[src/rtl/dump_sender.sv]
// -----------------------------------------------------------------------------
// dump_sender
//
// Reads a capture dump out over the UART. A dump command pulses start_dump
// to the capture unit. For every sample that the capture unit presents, the
// block latches the byte of the selected RAM channel and strobes the UART
// transmitter. When the UART finishes the byte, the block acknowledges it to
// the capture unit. When the capture unit flags the last sample, the block
// reports completion to the command processor.
//
// Parameters
//   CHANNELS       number of 8-bit RAM channels on ch_data
//
// Ports
//   clk            system clock
//   rst_n          asynchronous active-low reset
//   dump_req       one-cycle command strobe, accepted only when idle
//   chan           channel to dump, latched on an accepted dump_req
//   ch_data        RAM read data; channel i is at bits [8i+7:8i]
//   start_dump     one-cycle pulse to the capture unit
//   send_dump      capture unit: the current sample is valid and awaits an ack
//   dump_finished  capture unit: the sample being acked is the last one
//   dump_sent      one-cycle ack for the current sample
//   tx_data        byte for the UART; holds its value between bytes
//   trmt           one-cycle UART transmit strobe
//   tx_done        UART byte finished (either a pulse or a level)
//   busy           a dump is in progress
//   dump_cmplt     one-cycle completion pulse to the command processor
//   byte_cnt       bytes sent in the current or last dump (saturates at 1023)
//
// Handshake with the capture unit: send_dump is a request that stays high
// until it is acknowledged. The block takes the byte in the first WAIT_DATA
// cycle that sees send_dump high. It acknowledges with a single dump_sent
// cycle (the ACK state). dump_finished is sampled only in that ACK cycle.
// The capture unit may drop send_dump during ACK. WAIT_DATA is entered again
// on the cycle after ACK.
// -----------------------------------------------------------------------------
module dump_sender #(
  parameter int CHANNELS = 3
) (
  input  logic                  clk,
  input  logic                  rst_n,
  input  logic                  dump_req,
  input  logic [1:0]            chan,
  input  logic [8*CHANNELS-1:0] ch_data,
  output logic                  start_dump,
  input  logic                  send_dump,
  input  logic                  dump_finished,
  output logic                  dump_sent,
  output logic [7:0]            tx_data,
  output logic                  trmt,
  input  logic                  tx_done,
  output logic                  busy,
  output logic                  dump_cmplt,
  output logic [9:0]            byte_cnt
);

  typedef enum logic [2:0] {
    S_IDLE      = 3'd0,
    S_START     = 3'd1,
    S_WAIT_DATA = 3'd2,
    S_WAIT_TX   = 3'd3,
    S_ACK       = 3'd4
  } state_t;

  state_t      r_state;
  state_t      w_next;
  logic [1:0]  r_chan;
  logic [7:0]  r_tx_data;
  logic        r_trmt;
  logic        r_dump_cmplt;
  logic [9:0]  r_byte_cnt;
  logic [7:0]  w_sel_byte;

  // Channel mux. A channel number with no matching channel leaves the
  // default in place, so out-of-range selects read channel 0.
  always_comb begin
    w_sel_byte = ch_data[7:0];
    for (int i = 0; i < CHANNELS; i++) begin
      if (r_chan == 2'(i)) begin
        w_sel_byte = ch_data[8*i +: 8];
      end
    end
  end

  // State register
  always_ff @(posedge clk or negedge rst_n) begin
    if (!rst_n) begin
      r_state <= S_IDLE;
    end else begin
      r_state <= w_next;
    end
  end

  // Next-state logic
  always_comb begin
    w_next = r_state;
    case (r_state)
      S_IDLE:      if (dump_req) w_next = S_START;
      // START always lasts exactly one cycle. The capture unit treats
      // start_dump as a level, so it must never be high for two cycles.
      S_START:     w_next = S_WAIT_DATA;
      S_WAIT_DATA: if (send_dump) w_next = S_WAIT_TX;
      // While trmt is high, tx_done still reflects the previous byte (a
      // level-style tx_done may still be high), so it is ignored.
      S_WAIT_TX:   if (tx_done && !r_trmt) w_next = S_ACK;
      S_ACK:       w_next = dump_finished ? S_IDLE : S_WAIT_DATA;
      default:     w_next = S_IDLE;
    endcase
  end

  // Datapath and registered strobes
  always_ff @(posedge clk or negedge rst_n) begin
    if (!rst_n) begin
      r_chan       <= 2'd0;
      r_tx_data    <= 8'd0;
      r_trmt       <= 1'b0;
      r_dump_cmplt <= 1'b0;
      r_byte_cnt   <= 10'd0;
    end else begin
      r_trmt       <= 1'b0;
      r_dump_cmplt <= 1'b0;
      case (r_state)
        S_IDLE: begin
          if (dump_req) begin
            r_chan     <= chan;
            r_byte_cnt <= 10'd0;
          end
        end
        S_WAIT_DATA: begin
          if (send_dump) begin
            r_tx_data <= w_sel_byte;
            r_trmt    <= 1'b1;
          end
        end
        S_ACK: begin
          if (r_byte_cnt != 10'h3FF) begin
            r_byte_cnt <= r_byte_cnt + 10'd1;
          end
          if (dump_finished) begin
            r_dump_cmplt <= 1'b1;
          end
        end
        default: begin
        end
      endcase
    end
  end

  // Output logic
  always_comb begin
    start_dump = (r_state == S_START);
    dump_sent  = (r_state == S_ACK);
    busy       = (r_state != S_IDLE);
    trmt       = r_trmt;
    tx_data    = r_tx_data;
    dump_cmplt = r_dump_cmplt;
    byte_cnt   = r_byte_cnt;
  end

endmodule

[config.mk]
export PLATFORM = sky130hd
export DESIGN_NAME = dump_sender
export DESIGN_NICKNAME = d
export VERILOG_FILES = /design/src/rtl/dump_sender.sv
export SDC_FILE = /design/constraint.sdc
export NUM_CORES = 1
export LEC_CHECK = 0
export BUFFER_PORTS_ARGS = -buffer_cell sky130_fd_sc_hd__buf_2
export CAP_MARGIN = 20
export CORE_MARGIN = 1
export CORE_UTILIZATION = 52
export DETAILED_ROUTE_END_ITERATION = 8
export PLACE_DENSITY = 0.86
export SYNTH_ARGS = -nofsm -noshare
export SYNTH_HDL_FRONTEND = slang
export SYNTH_SLANG_ARGS = --single-unit
export TNS_END_PERCENT = 5
[constraint.sdc]
create_clock -name clk -period 3.05 [get_ports clk]
set_clock_uncertainty 0.15 [all_clocks]
set_input_delay 0.1525 -clock clk [delete_from_list [all_inputs] [get_ports clk]]
set_output_delay 0.1525 -clock clk [all_outputs]
set_load 0.03 [all_outputs]
==> impl_metrics.json, run 1 <==
{
  "syn_area_sq_um": 1474,
  "crit_type": "reg -> reg",
  "yosys_register_bits": 25,
  "drc_errors": 0,
  "p_int_mw": 0.7567,
  "fill_cells": 205,
  "finalSetupTns_ns": 0,
  "swShare": 0.4521,
  "gp_congestion": 0.9580,
  "vias_per_cell": 5.749,
  "layout_common_cells": "buf_2, dfrtp_1, nand2_1",
  "cts_tree": "done",
  "start_kind": "flop",
  "cts_htree_levels": 1,
  "grt_pass1_wl_mm": 5.789,
  "ys_top_cells_by_area": "dfrtp_1, mux2_2, mux2i_1, nor2b_1, a211oi_1",
  "fin_nets": 239,
  "grt_util_all_layers": 0.2337,
  "worst_skew_pair.late_latency_ns": 0.31,
  "syn-num-nets": 183,
  "cts-root-buf": "clkbuf_4",
  "worstReg2RegEnd": "byte_cnt[0]$_DFFE_PN0P_",
  "critPathLaunch": "r_state[1]$_DFFE_PN0P_",
  "dieArea_sq_um": 3051,
  "pre_cts_slack_ns": 0.8347,
  "final_common_cell": "buf_2",
  "drive_gt1_frac": 0.3561,
  "first_global_vias": 1352,
  "synth_top_family_by_area": "simple AND/OR/NAND/NOR gates",
  "ir_drop_mv": 0.6501,
  "end_kind": "flop",
  "diodes": 0,
  "combinationalPowerShare": 0.467,
  "start_util": 0.5741,
  "synth_mux_area_frac": 0.1511,
  "grt_max_degree": 26,
  "seq_power_share": 0.430,
  "relSlewSlack": 0.4036,
  "synth-xor-area-share": 0,
  "hold_slack_ns": 0.06965,
  "cts_setup_buffers": 0,
  "min_period_over_period": 0.7458,
  "crit_required_ns": 3.11,
  "ant_nets": 0,
  "synth_edf_count": 0,
  "synthSimpleGateAreaFrac": 0.2360,
  "reg2reg_from": "r_state[1]$_DFFE_PN0P_",
  "path_clk_slew_ns": 0.13,
  "worstMarginPinSlew_ns": 0.8946,
  "yosys_warnings": 0,
  "port_buffers": 54,
  "core-area_sq_um": 2567,
  "drv_cap": 0,
  "synthAdderAreaFrac": 0.008489,
  "clock-sinks": 25,
  "setup_violations": 0,
  "power.net_switching_mw": 0.6244,
  "hold_path_class": "in -> reg",
  "drt-initial-drc-count": 72,
  "cp_max_fo": 12,
  "final-hold-violation-count": 0,
  "wl_per_cell_um": 14.36,
  "num_vias": 1351,
  "power_frac_clock": 0.104,
  "rsz0062_at_grt": "false",
  "p_per_area_nw_per_um2": 762.8,
  "slew_violations": 0,
  "endpoint": "byte_cnt[0]$_DFFE_PN0P_",
  "fmax_mhz": 439.6,
  "ys_types": 40,
  "yosysSeqAreaShare": 0.4244,
  "syn_to_final_growth_pct": 22.84,
  "syn_inst": 150,
  "clk_path_buf_depth": 2,
  "run_status": "complete, no violations",
  "cellLeakagePower_nw": 0.8881,
  "post-route-min-period_ns": 2.275,
  "die_w_um": 55.24,
  "rrSetupSlack_ns": 0.78,
  "yosys.area.top_type": "dfrtp_1",
  "fin_ws_ns": 0.7754,
  "synth_ff_type": "dfrtp_1",
  "ios": 55,
  "synthDominantCellAreaShare": 0.4244,
  "antenna_found_initial": 0,
  "arrival_ns": 2.34,
  "fp-row-count": 18,
  "synth_compound_area_frac": 0.1418,
  "avgSynthCellArea_sq_um": 9.826,
  "ys_async_sr_fraction": 1.000,
  "die_y_um": 55.24,
  "place_hpwl_mm": 2.491,
  "grt.overflow.total": 0,
  "dr.pass1.iters": 4,
  "routed_wirelength_mm": 3.374,
  "cts_buffers": 3,
  "reg2reg_depth": 6
}
==> final cells by class <==
| type | instances | area [sq um] | share of cell area |
|---|---|---|---|
| multi-input cells | 115 | 792.0 | 0.4375 |
| well taps | 30 | 37.54 | 0.02073 |
| clock inverters | 1 | 5.005 | 0.002764 |
| repair buffers | 59 | 320.3 | 0.1769 |
| inverters | 2 | 7.507 | 0.004147 |
| clock buffers | 3 | 22.52 | 0.01244 |
| flip-flops and latches | 25 | 625.6 | 0.3455 |
==> logic make-up (layout without fill, tap and decap cells) <==
family          after synthesis  count (layout)
compound gates               32              32
mux                          21              21
fa+ha+maj                     1               1
buf+inv                      10              65
flops                        25              25
simple gates                 61              61
==> worst min path at each step <==
stage,cells after the start,end,start
floorplan,0,byte_cnt[0]$_DFFE_PN0P_,rst_n
global placement,1,byte_cnt[8]$_DFFE_PN0P_,rst_n
detailed placement,1,byte_cnt[4]$_DFFE_PN0P_,rst_n
CTS,5,r_state[0]$_DFFE_PN0P_,send_dump
global route,4,tx_data[6]$_DFFE_PN0P_,ch_data[14]
finish,5,r_state[0]$_DFFE_PN0P_,send_dump
==> per-stage QoR <==
step / instance area, sq um / cells / power [mW] / util
after CTS: 1810 / 235 / 1.389 / 0.7052
after floorplan: 1474 / 150 / 1.088 / -
after global routing: 1810 / 235 / 1.485 / 0.7052
after global placement: 1733 / 226 / 1.208 / 0.6750
final: 1810 / 235 / 1.381 / 0.7052
after detailed placement: 1733 / 226 / 1.239 / 0.6750
==> Yosys cell counts, drive strengths merged (3+ instances only) <==
cell type  number
nor3            3
nand2          14
dfrtp          25
nor2           10
a211oi          8
mux2           10
and2            5
buf             6
o21ai           4
nor2b          10
mux2i          11
a21oi          10
==> layer usage <==
layer | track usage | share of wire
met4 | 0.08571 | 0.015
met1 | 0.2892 | 0.43
met3 | 0.03044 | 0.053
met2 | 0.4148 | 0.50
met5 | 0 | 0
==> registers in the layout (all words and copies together), names as in the netlist <==
signal      cells
trmt            1
dump_cmplt      1
tx_data         8
r_state         3
r_chan          2
byte_cnt       10
==> critical path: stages (launching register included) <==
cell and delay, ns:
dfrtp_1 0.54, nor2_1 0.23, nand2_1 0.13, clkinv_1 0.19
nand4_1 0.21, o21ai_0 0.35, mux2_2 0.38
==> timing repair <==
item | in CTS | in global routing
setup endpoints to repair | 0 | 0
hold buffers | 5 | 0
resized for setup | 0 | 0
endpoints found under the hold margin | 30 | 0
==> power groups by stage <==
| stage | clock network, mW | registers, mW | logic (mW) |
|---|---|---|---|
| after floorplan | 0 | 0.625 | 0.463 |
| after global placement | 0 | 0.582 | 0.626 |
| after detailed placement | 0 | 0.596 | 0.642 |
| after CTS | 0.148 | 0.592 | 0.649 |
| after global routing | 0.161 | 0.621 | 0.703 |
| final | 0.143 | 0.593 | 0.645 |
Note: power is estimated with default switching activity, not from simulation.
==> inputs of run 2 (changes only) <==
CORE_UTILIZATION = 44   (was 52)
PLACE_DENSITY = 0.77   (was 0.86)
clock period = 2 ns   (was 3.05 ns; I/O delays follow)
==> run 2 against run 1 <==
Against the previous run:
- worst setup slack got worse by 0.64 ns
- sequential power rose by 31%
- sequential cell count did not move
- global-route usage fell by 4.7 points
- register-to-register slack got worse by 0.63 ns
- sequential share of layout area fell by 2.1 points
- combinational power rose by 84%
- largest power group unchanged
- final area rose by 6.6%
- core utilization fell by 8.3 points
- critical path type is now reg -> out
- clock power rose by 64%
- routed wire length fell by 0.12%
==> impl_metrics.json, run 2 (same netlist as run 1, synthesis figures left out) <==
{
  "run_status": "complete, no violations",
  "ir_drop_mv": 0.5875,
  "arrival_ns": 1.61,
  "rrSetupSlack_ns": 0.15,
  "grt_max_degree": 26,
  "routed_wirelength_mm": 3.370,
  "crit_type": "reg -> out",
  "end_kind": "output pin",
  "place_hpwl_mm": 2.518,
  "finalSetupTns_ns": 0,
  "reg2reg_depth": 3,
  "path_clk_slew_ns": 0.14,
  "final-hold-violation-count": 0,
  "cts_setup_buffers": 0,
  "grt_util_all_layers": 0.1868,
  "worstReg2RegEnd": "byte_cnt[5]$_DFFE_PN0P_",
  "antenna_found_initial": 0,
  "rsz0062_at_grt": "false",
  "worstMarginPinSlew_ns": 0.5496,
  "dieArea_sq_um": 3585,
  "worst_skew_pair.late_latency_ns": 0.32,
  "fp-row-count": 20,
  "hold_depth": 4,
  "hold-path-endpoint": "tx_data[6]$_DFFE_PN0P_",
  "cellLeakagePower_nw": 0.9486,
  "cts-root-buf": "clkbuf_4",
  "drc_errors": 0,
  "final_common_cell": "buf_2",
  "ios": 55,
  "fin_nets": 252,
  "crit_required_ns": 1.75,
  "start_kind": "flop",
  "min_period_over_period": 0.9313,
  "die_y_um": 59.88,
  "drt-initial-drc-count": 49,
  "syn_to_final_growth_pct": 30.98,
  "fmax_mhz": 536.9,
  "port_buffers": 54,
  "fin_ws_ns": 0.1373,
  "reg2reg_from": "r_state[0]$_DFFE_PN0P_",
  "clk_path_buf_depth": 2,
  "cts_buffers": 3,
  "cts_tree": "done",
  "hold_start": "ch_data[14]",
  "slew_violations": 0,
  "p_per_area_nw_per_um2": 1143,
  "grt_pass1_wl_mm": 5.050,
  "utilization": 0.6222,
  "num_vias": 1348,
  "post-route-min-period_ns": 1.863,
  "core-area_sq_um": 3103,
  "drive_gt1_frac": 0.3899,
  "dr.pass1.iters": 4,
  "largest_reg_flops": 10,
  "ant_nets": 0,
  "setup_violations": 0,
  "die_w_um": 59.88,
  "cp_max_fo": 7,
  "first_global_vias": 1131,
  "relSlewSlack": 0.6336,
  "wl_per_cell_um": 12.86,
  "diodes": 0,
  "layout_common_cells": "buf_2, dfrtp_1, nand2_1",
  "hold_path_class": "in -> reg",
  "gp_congestion": 0.8554,
  "fill_cells": 288,
  "drv_cap": 0,
  "clock-sinks": 25,
  "start_util": 0.4750,
  "vias_per_cell": 5.145,
  "grt.overflow.total": 0,
  "pre_cts_slack_ns": 0.1780,
  "cts_htree_levels": 1
}
[run 2: cell count changes in the layout (fill, tap and decap cells not counted), sizes merged]
cell / previous run / this run
clkinvlp: 0 / 1
dlygate4sd3: 5 / 6
buf: 54 / 66
clkinv: 2 / 1
[run 2: per-stage QoR]
| stage | hold WS (ns) | area [sq um] | power, mW | cells |
|---|---|---|---|---|
| after floorplan | -0.3456 | 1474 | 1.660 | 150 |
| final | 0.03694 | 1931 | 2.206 | 262 |
| after global routing | 0.06316 | 1931 | 2.344 | 262 |
| after detailed placement | -0.02907 | 1841 | 1.976 | 252 |
| after CTS | 0.03832 | 1931 | 2.218 | 262 |
| after global placement | -0.02920 | 1841 | 1.949 | 252 |
[run 2: where the power goes]
part | leakage (nW) | switching (mW) | internal (mW)
logic | 0.613 | 0.689 | 0.502
clock network | 0.0139 | 0.159 | 0.0764
registers | 0.321 | 0.127 | 0.652
total | 0.949 | 0.976 | 1.23
[run 2: how the worst max path moves through the flow]
stage | startpoint | endpoint | slack [ns] | depth (start not counted)
3_3_place_gp | r_state[1]$_DFFE_PN0P_ | byte_cnt[0]$_DFFE_PN0P_ | 0.23 | 6
3_5_place_dp | byte_cnt[2]$_DFFE_PN0P_ | byte_cnt[5]$_DFFE_PN0P_ | 0.18 | 4
4_1_cts | r_state[0]$_DFFE_PN0P_ | busy | 0.13 | 3
6_report | r_state[0]$_DFFE_PN0P_ | busy | 0.14 | 3
5_1_grt | byte_cnt[2]$_DFFE_PN0P_ | byte_cnt[5]$_DFFE_PN0P_ | 0.06 | 4
2_1_floorplan | byte_cnt[3]$_DFFE_PN0P_ | byte_cnt[0]$_DFFE_PN0P_ | 0.03 | 4
[run 2: timing repair]
action | 4_1_cts | 5_1_grt
endpoints found under the hold margin | 31 | 0
resized for setup | 0 | 1
hold buffers | 6 | 0
setup endpoints to repair | 0 | 1
[run 2: metal layers]
metal  up-vias  share of wire  wire, um  global-route usage
li1        687              -         -                   -
met1       599           0.47      1569              0.2393
met2        58           0.46      1560              0.3254
met3         4          0.064       214             0.02597
met4         0         0.0074        25             0.05648
met5         -              0         0                   0
[run 2: area by class of cell]
class / instances / area (sq um) / area share
Timing Repair Buffer: 72 / 420.4 / 0.2178
Multi-Input combinational cell: 115 / 792.0 / 0.4102
Clock inverter: 1 / 7.507 / 0.003889
Clock buffer: 3 / 22.52 / 0.01167
Sequential cell: 25 / 625.6 / 0.3240
Tap cell: 44 / 55.05 / 0.02852
Inverter: 2 / 7.507 / 0.003889
[run 2: worst max-delay path, cell delays in order, from the launching register on]
cell and delay [ns]:
dfrtp_1 0.46, buf_4 0.18, or3_2 0.46, buf_2 0.19
